--- config.mk ---
export PLATFORM = sky130hd
export DESIGN_NAME = vec_dot_seq
export DESIGN_NICKNAME = d
export VERILOG_FILES = /design/src/rtl/vec_dot_seq.sv
export SDC_FILE = /design/constraint.sdc
export NUM_CORES = 1
export LEC_CHECK = 0
export ABC_AREA = 1
export BUFFER_PORTS_ARGS = -buffer_cell sky130_fd_sc_hd__clkbuf_2
export CAP_MARGIN = 0
export CORE_MARGIN = 2
export CORE_UTILIZATION = 57
export CTS_CLUSTER_SIZE = 12
export DETAILED_ROUTE_END_ITERATION = 6
export GPL_TIMING_DRIVEN = 1
export PLACE_DENSITY_LB_ADDON = 0.3
export SLEW_MARGIN = 20
export SYNTH_ARGS = -nofsm -noshare
export SYNTH_HDL_FRONTEND = slang
export SYNTH_SLANG_ARGS = --single-unit
--- constraint.sdc ---
create_clock -name clk -period 4.35 [get_ports clk]
set_input_delay 0.2175 -clock clk [delete_from_list [all_inputs] [get_ports clk]]
set_output_delay 0.2175 -clock clk [all_outputs]
set_load 0.01 [all_outputs]
--- src/rtl/vec_dot_seq.sv ---
// Dot-product sequencer/accumulator in front of a C-lane vec_mul: issues one multiply per chunk,
// accumulates the pipelined partial sums, returns one signed result per job. Option: VEC_DOT_SAT_EN.
module vec_dot_seq #(
  parameter int C       = 4,
  parameter int W_X     = 8,
  parameter int W_K     = 8,
  parameter int LATENCY = $clog2(C) + 1,
  parameter int W_LEN   = 16,
  parameter int W_Y     = W_X + W_K + $clog2(C),
  parameter int W_ACC   = W_Y + W_LEN
) (
  input  logic               clk,
  input  logic               rst,
  input  logic               start,
  input  logic [W_LEN-1:0]   cfg_len,
  output logic               busy,
  input  logic               in_valid,
  output logic               in_ready,
  input  logic [C*W_X-1:0]   in_x,
  input  logic [C*W_K-1:0]   in_k,
  output logic               mul_en,
  output logic [C*W_X-1:0]   mul_x,
  output logic [C*W_K-1:0]   mul_k,
  input  logic [W_Y-1:0]     mul_y,
  input  logic               mul_valid,
  output logic               out_valid,
  input  logic               out_ready,
  output logic [W_ACC-1:0]   out_data,
  output logic [2:0]         dbg_state
);

  // Handshakes: a transfer happens on a rising edge where valid && ready; valid never waits on
  // ready, and a producer holds its payload stable while valid is high and ready is low.

  typedef enum logic [2:0] {
    S_FLUSH = 3'd0,
    S_IDLE  = 3'd1,
    S_FEED  = 3'd2,
    S_DRAIN = 3'd3,
    S_DONE  = 3'd4
  } state_t;

  localparam int W_FC = (LATENCY > 1) ? $clog2(LATENCY + 1) : 1;
  localparam logic [W_FC-1:0] FLUSH_LAST = W_FC'(LATENCY - 1);

  state_t             state, state_d;
  logic [W_FC-1:0]    flush_cnt;
  logic [W_LEN-1:0]   len_q;
  logic [W_LEN-1:0]   issued_cnt;
  logic [W_LEN-1:0]   returned_cnt;
  logic [W_ACC-1:0]   acc;
  logic [W_ACC-1:0]   y_ext;
  logic [W_ACC-1:0]   acc_add;
  logic [W_ACC-1:0]   acc_upd;
  logic               accumulating;
  logic               final_return;

  assign dbg_state = state;
  assign busy      = (state != S_IDLE);
  assign in_ready  = (state == S_FEED) && (issued_cnt < len_q);
  assign mul_en    = in_valid && in_ready;
  assign mul_x     = in_x;
  assign mul_k     = in_k;

  assign y_ext        = W_ACC'($signed(mul_y));
  assign accumulating = mul_valid && ((state == S_FEED) || (state == S_DRAIN));
  assign acc_upd      = accumulating ? acc_add : acc;

  // The last partial sum may land in the same cycle the result is registered.
  assign final_return = (state == S_DRAIN) &&
                        ((returned_cnt == len_q) ||
                         (mul_valid && (returned_cnt == len_q - W_LEN'(1))));

`ifdef VEC_DOT_SAT_EN
  logic [W_ACC:0] sum_wide;
  always_comb begin
    sum_wide = {acc[W_ACC-1], acc} + {y_ext[W_ACC-1], y_ext};
    acc_add  = sum_wide[W_ACC-1:0];
    // Top two bits disagree only on overflow; clamp toward the sign of the true sum.
    if (sum_wide[W_ACC] != sum_wide[W_ACC-1]) begin
      acc_add = sum_wide[W_ACC] ? {1'b1, {(W_ACC-1){1'b0}}} : {1'b0, {(W_ACC-1){1'b1}}};
    end
  end
`else
  assign acc_add = acc + y_ext;
`endif

  always_comb begin
    state_d = state;
    case (state)
      S_FLUSH: if (flush_cnt == FLUSH_LAST) state_d = S_IDLE;
      S_IDLE:  if (start) state_d = (cfg_len == '0) ? S_DONE : S_FEED;
      S_FEED:  if (mul_en && (issued_cnt == len_q - W_LEN'(1))) state_d = S_DRAIN;
      S_DRAIN: if (final_return) state_d = S_DONE;
      S_DONE:  if (out_ready) state_d = S_IDLE;
      default: state_d = S_FLUSH;
    endcase
  end

  always_ff @(posedge clk or posedge rst) begin
    if (rst) begin
      state        <= S_FLUSH;
      flush_cnt    <= '0;
      len_q        <= '0;
      issued_cnt   <= '0;
      returned_cnt <= '0;
      acc          <= '0;
      out_data     <= '0;
      out_valid    <= 1'b0;
    end else begin
      state <= state_d;
      case (state)
        S_FLUSH: flush_cnt <= flush_cnt + W_FC'(1);
        S_IDLE: begin
          if (start) begin
            len_q        <= cfg_len;
            acc          <= '0;
            issued_cnt   <= '0;
            returned_cnt <= '0;
            if (cfg_len == '0) begin
              out_data  <= '0;
              out_valid <= 1'b1;
            end
          end
        end
        S_FEED, S_DRAIN: begin
          if (mul_en) issued_cnt <= issued_cnt + W_LEN'(1);
          if (accumulating) begin
            acc          <= acc_add;
            returned_cnt <= returned_cnt + W_LEN'(1);
          end
          if (final_return) begin
            out_data  <= acc_upd;
            out_valid <= 1'b1;
          end
        end
        S_DONE: if (out_ready) out_valid <= 1'b0;
        default: ;
      endcase
    end
  end

endmodule

==> results.txt <==
The flow ran to the end, and the final reports show no timing, DRC or antenna violations. The final routed wirelength across all metal layers is 29300 um. The remaining global-route overflow came out at 0. Max-cap violations in this run came to 0. The fraction of synthesized area in multiplexers came out at 0%. The number of inserted diodes came out at 0. The initial DRC count is 1051. The setup slack of the critical path after layout is 1.25 ns. The post-route clock period utilization came out at 71.2%. 209 I/O pins were placed. The post-cts resize count is 0. The cell family with the largest share of critical-path delay is simple AND/OR/NAND/NOR gates. The effective utilization at floorplan is 57.6%.

After synthesis, the largest family of logic cells by area is simple AND/OR/NAND/NOR gates. The worst slack after detailed placement is 1.34 ns. The initial antenna violation count came to 0. The synthesized-area fraction occupied by xor and xnor cells came out at 2.96%. The post-synthesis async set-or-reset flop share is 100%. The number of global-route vias before repair came out at 9502. The vertical die dimension came out at 141 um.

The net count of the finished layout came out at roughly 1900. The setup path with the least slack is of type reg -> reg. The area added between synthesis and finish is 7.28%. The placement row count came out at 50. After synthesis the netlist holds a flip-flop and latch count of between 100 and 150.

The number of pins exceeding their max-slew limit in the final report is 0. The cell with the largest stage delay on the worst path is nand3_4. For this run, the leading register cell type out of synthesis is dfrtp_1. The number of post-CTS setup repair buffers is 0. Summing the areas of all compound-gate instances in the mapped netlist gives 6.83% of the synthesized area. Walking the worst path, the cells encountered are inv_1, ha_1, inv_1, nor2_1, nand3_1, nor2_2, nand4_1, nand2_1, nand2_1, nor2_1, nand3_2, nand2_4, nand3_4, nand2_1, o21ai_2.

The largest incremental delay on the critical path is 0.50 ns. The post-synthesis cell type count is 42. STA classifies the critical path startpoint as a register. The number of detailed-route iterations in the first pass is 6. The largest voltage drop on the vdd net is 0.414 mV. On the final layout, the worst hold slack is 0.0121 ns. After synthesis, the mean cell area works out to 6.21 um^2.

The count of vias placed by the detailed router is slightly above 10000. Of the cells placed in the final design, the portion with a size suffix greater than 1 is under 10%. The synthesized-area fraction occupied by adder cells came out at 6.41%. The number of synthesized flops with an enable pin came out at 0. The first global-routing pass estimated around 47000 um of wire. The hold violation count in the final report came out at 0.

Among the stages of the critical path, the cell type that occurs most often is nand2_1. The worst hold path belongs to the class in -> reg. Sequential elements use 28.6% of the synthesized area.

The synthesized-area fraction occupied by and/or/nand/nor cells came out at 36.5%. Clock-pin slew was measured on the worst setup and hold paths at ~0.06 ns. The CTS tree is done. Buffers inserted during clock tree synthesis total 17. Summing all placed instances gives a cell area of ~0.011 mm^2.

The worst path arrival time is 3.40 ns. Setup repair after global routing left no endpoint under its margin. The relative slew slack is 46.8%. The number of port buffers is 80. The mapped netlist covers 0.0107 mm^2.

Detailed placement finished with a half-perimeter wire length of 22800 um. The average via count per standard cell came out at 5.23. The number of nets produced by synthesis is between 1500 and 2000.

The depth of the CTS H-tree is 4. The weighted congestion reported at the end of routability-driven placement is 1.02. The count of nets left with antenna violations once routing finished came out at 0.

The number of buffer and inverter stages on the critical path came out at 2. The final design area excluding fillers is 0.0114 mm^2. Along the worst path, the maximum fanout reaches 40.

The worst setup path is captured at a register. The remaining routing DRC violations is 0. The maximum number of buffers from clock root to sink is 2.

The slew at the pin with the worst max-slew slack came out at 0.798 ns. The die area is between 0.015 and 0.02 mm^2. The clock latency on the worst-skew pair is 0.43 ns. Entering global routing, the biggest net connects between 60 and 70 pins. For this run, the total global-route usage over all layers was measured as between 30% and 40%.

The buffer cell driving the clock tree root is clkbuf_16. The power density over the cells is 695 mW/mm^2. The worst setup skew after layout is 0.0123 ns. The completed layout was analyzed and its total power is 7.95 mW. The gate count of the mapped netlist came out at ~1700. In this run the horizontal extent of the chip is roughly 140 um. Counting I/O delays and the setup requirement, the final critical path takes roughly 3.1 ns. The critical path required time came out at 4.65 ns. The post-route setup TNS came out at 0 ns. The highest attainable clock frequency came out at 323 MHz. The clock sink count came out at around 120. The number of setup violations in the final report came out at 0.

The analysis attributes to cell leakage a power of between 6 and 7 nW. The routed wirelength normalized by instance count is approximately 15 um. The core area came out at 0.0185 mm^2. The Yosys warning count is 0.
## synth_stat cells (7+ instances only)
library cell,count,area (um^2)
nand3_1,74,370
nand3b_1,7,52.6
clkbuf_1,20,75.1
nand4_1,59,369
xor2_1,23,201
xnor2_1,13,114
inv_1,347,1300
o21ai_0,67,335
nor3_1,16,80.1
nand2_2,7,43.8
nand2_1,593,2230
ha_1,53,663
nor2_1,130,488
a21oi_1,46,230
buf_4,67,503
dfrtp_1,122,3050
## final cells by class
cell class                 instances  area, um^2
clock buffer                      20         467
timing repair buffer              89         470
tap                              234         293
clock inverter                    12         186
sequential                       122        3050
multi-input combinational       1143        5630
fill                            1748        7080
inverter                         357        1340
## flip-flops by register name (all words and copies together) (netlist names)
register	cells
returned_cnt	16
issued_cnt	16
len_q	16
out_valid	1
dbg_state	3
out_data	34
acc	34
flush_cnt	2
## metrics by stage
stage	util (%)	cells
CTS	61.8	1977
global route	61.8	1977
finish	61.8	1977
floorplan	-	1718
global placement	58.2	1944
detailed placement	58.2	1944
## power by group
part           internal (mW)  total [mW]  switching (mW)  leakage, nW
registers               1.58        2.03           0.451         1.56
clock network           1.01        1.56           0.554        0.310
logic                   1.44        4.35            2.91         4.81
## repair_timing
action	CTS	global route
hold buffers	1	0
setup endpoints to repair	0	0
endpoints found under the hold margin	62	0
## layout by cell type (no fill, tap or decap), types with 13 or more instances in the layout
master / count
inv_1: 346
o21ai_0: 67
clkbuf_16: 17
nand2_1: 593
nor3_1: 16
xnor2_1: 13
nand4_1: 59
clkbuf_2: 80
nor2_1: 128
nand3_1: 74
a21oi_1: 46
dfrtp_1: 122
ha_1: 53
xor2_1: 23
## kinds of logic after synthesis
group                      count (synthesis)
AOI/OAI and AO/OA                        135
DFF                                      122
buffers and inverters                    453
adders and majority gates                 54
and+or+nand+nor                          918
xor gates and xnor gates                  36
## worst register-to-register path: stages (launching register included)
cell and delay, ns:
dfrtp_1 0.41, inv_1 0.14, ha_1 0.24, inv_1 0.08, nor2_1 0.13, nand3_1 0.16, nor2_2 0.17, nand4_1 0.09
nand2_1 0.08, nand2_1 0.04, nor2_1 0.11, nand3_2 0.12, nand2_4 0.33, nand3_4 0.52, nand2_1 0.27, o21ai_2 0.07
## path summary, 6_finish.rpt
check	to	slack (ns)	cells past startpoint	startpoint
max reg2reg	out_data[33]$_DFFE_PP0P_	1.25	15	len_q[0]$_DFFE_PP0P_
min	len_q[14]$_DFFE_PP0P_	0.01	3	cfg_len[14]
min in group asynchronous	issued_cnt[13]$_DFFE_PP0P_	0.47	3	rst
max	out_data[33]$_DFFE_PP0P_	1.25	15	len_q[0]$_DFFE_PP0P_
max in group asynchronous	returned_cnt[5]$_DFFE_PP0P_	2.90	4	rst
min reg2reg	flush_cnt[0]$_DFFE_PP0N_	0.47	1	flush_cnt[0]$_DFFE_PP0N_
## routing by layer
metal | up-vias | GRT usage, % | wire, um
met2 | 396 | 46.9 | 13000
met3 | 66 | 4.79 | 2350
met4 | 0 | 10.3 | 796
met5 | - | 0 | 0
li1 | 5237 | - | -
met1 | 4642 | 42.6 | 13100
Power figures use the tool's default switching activity.
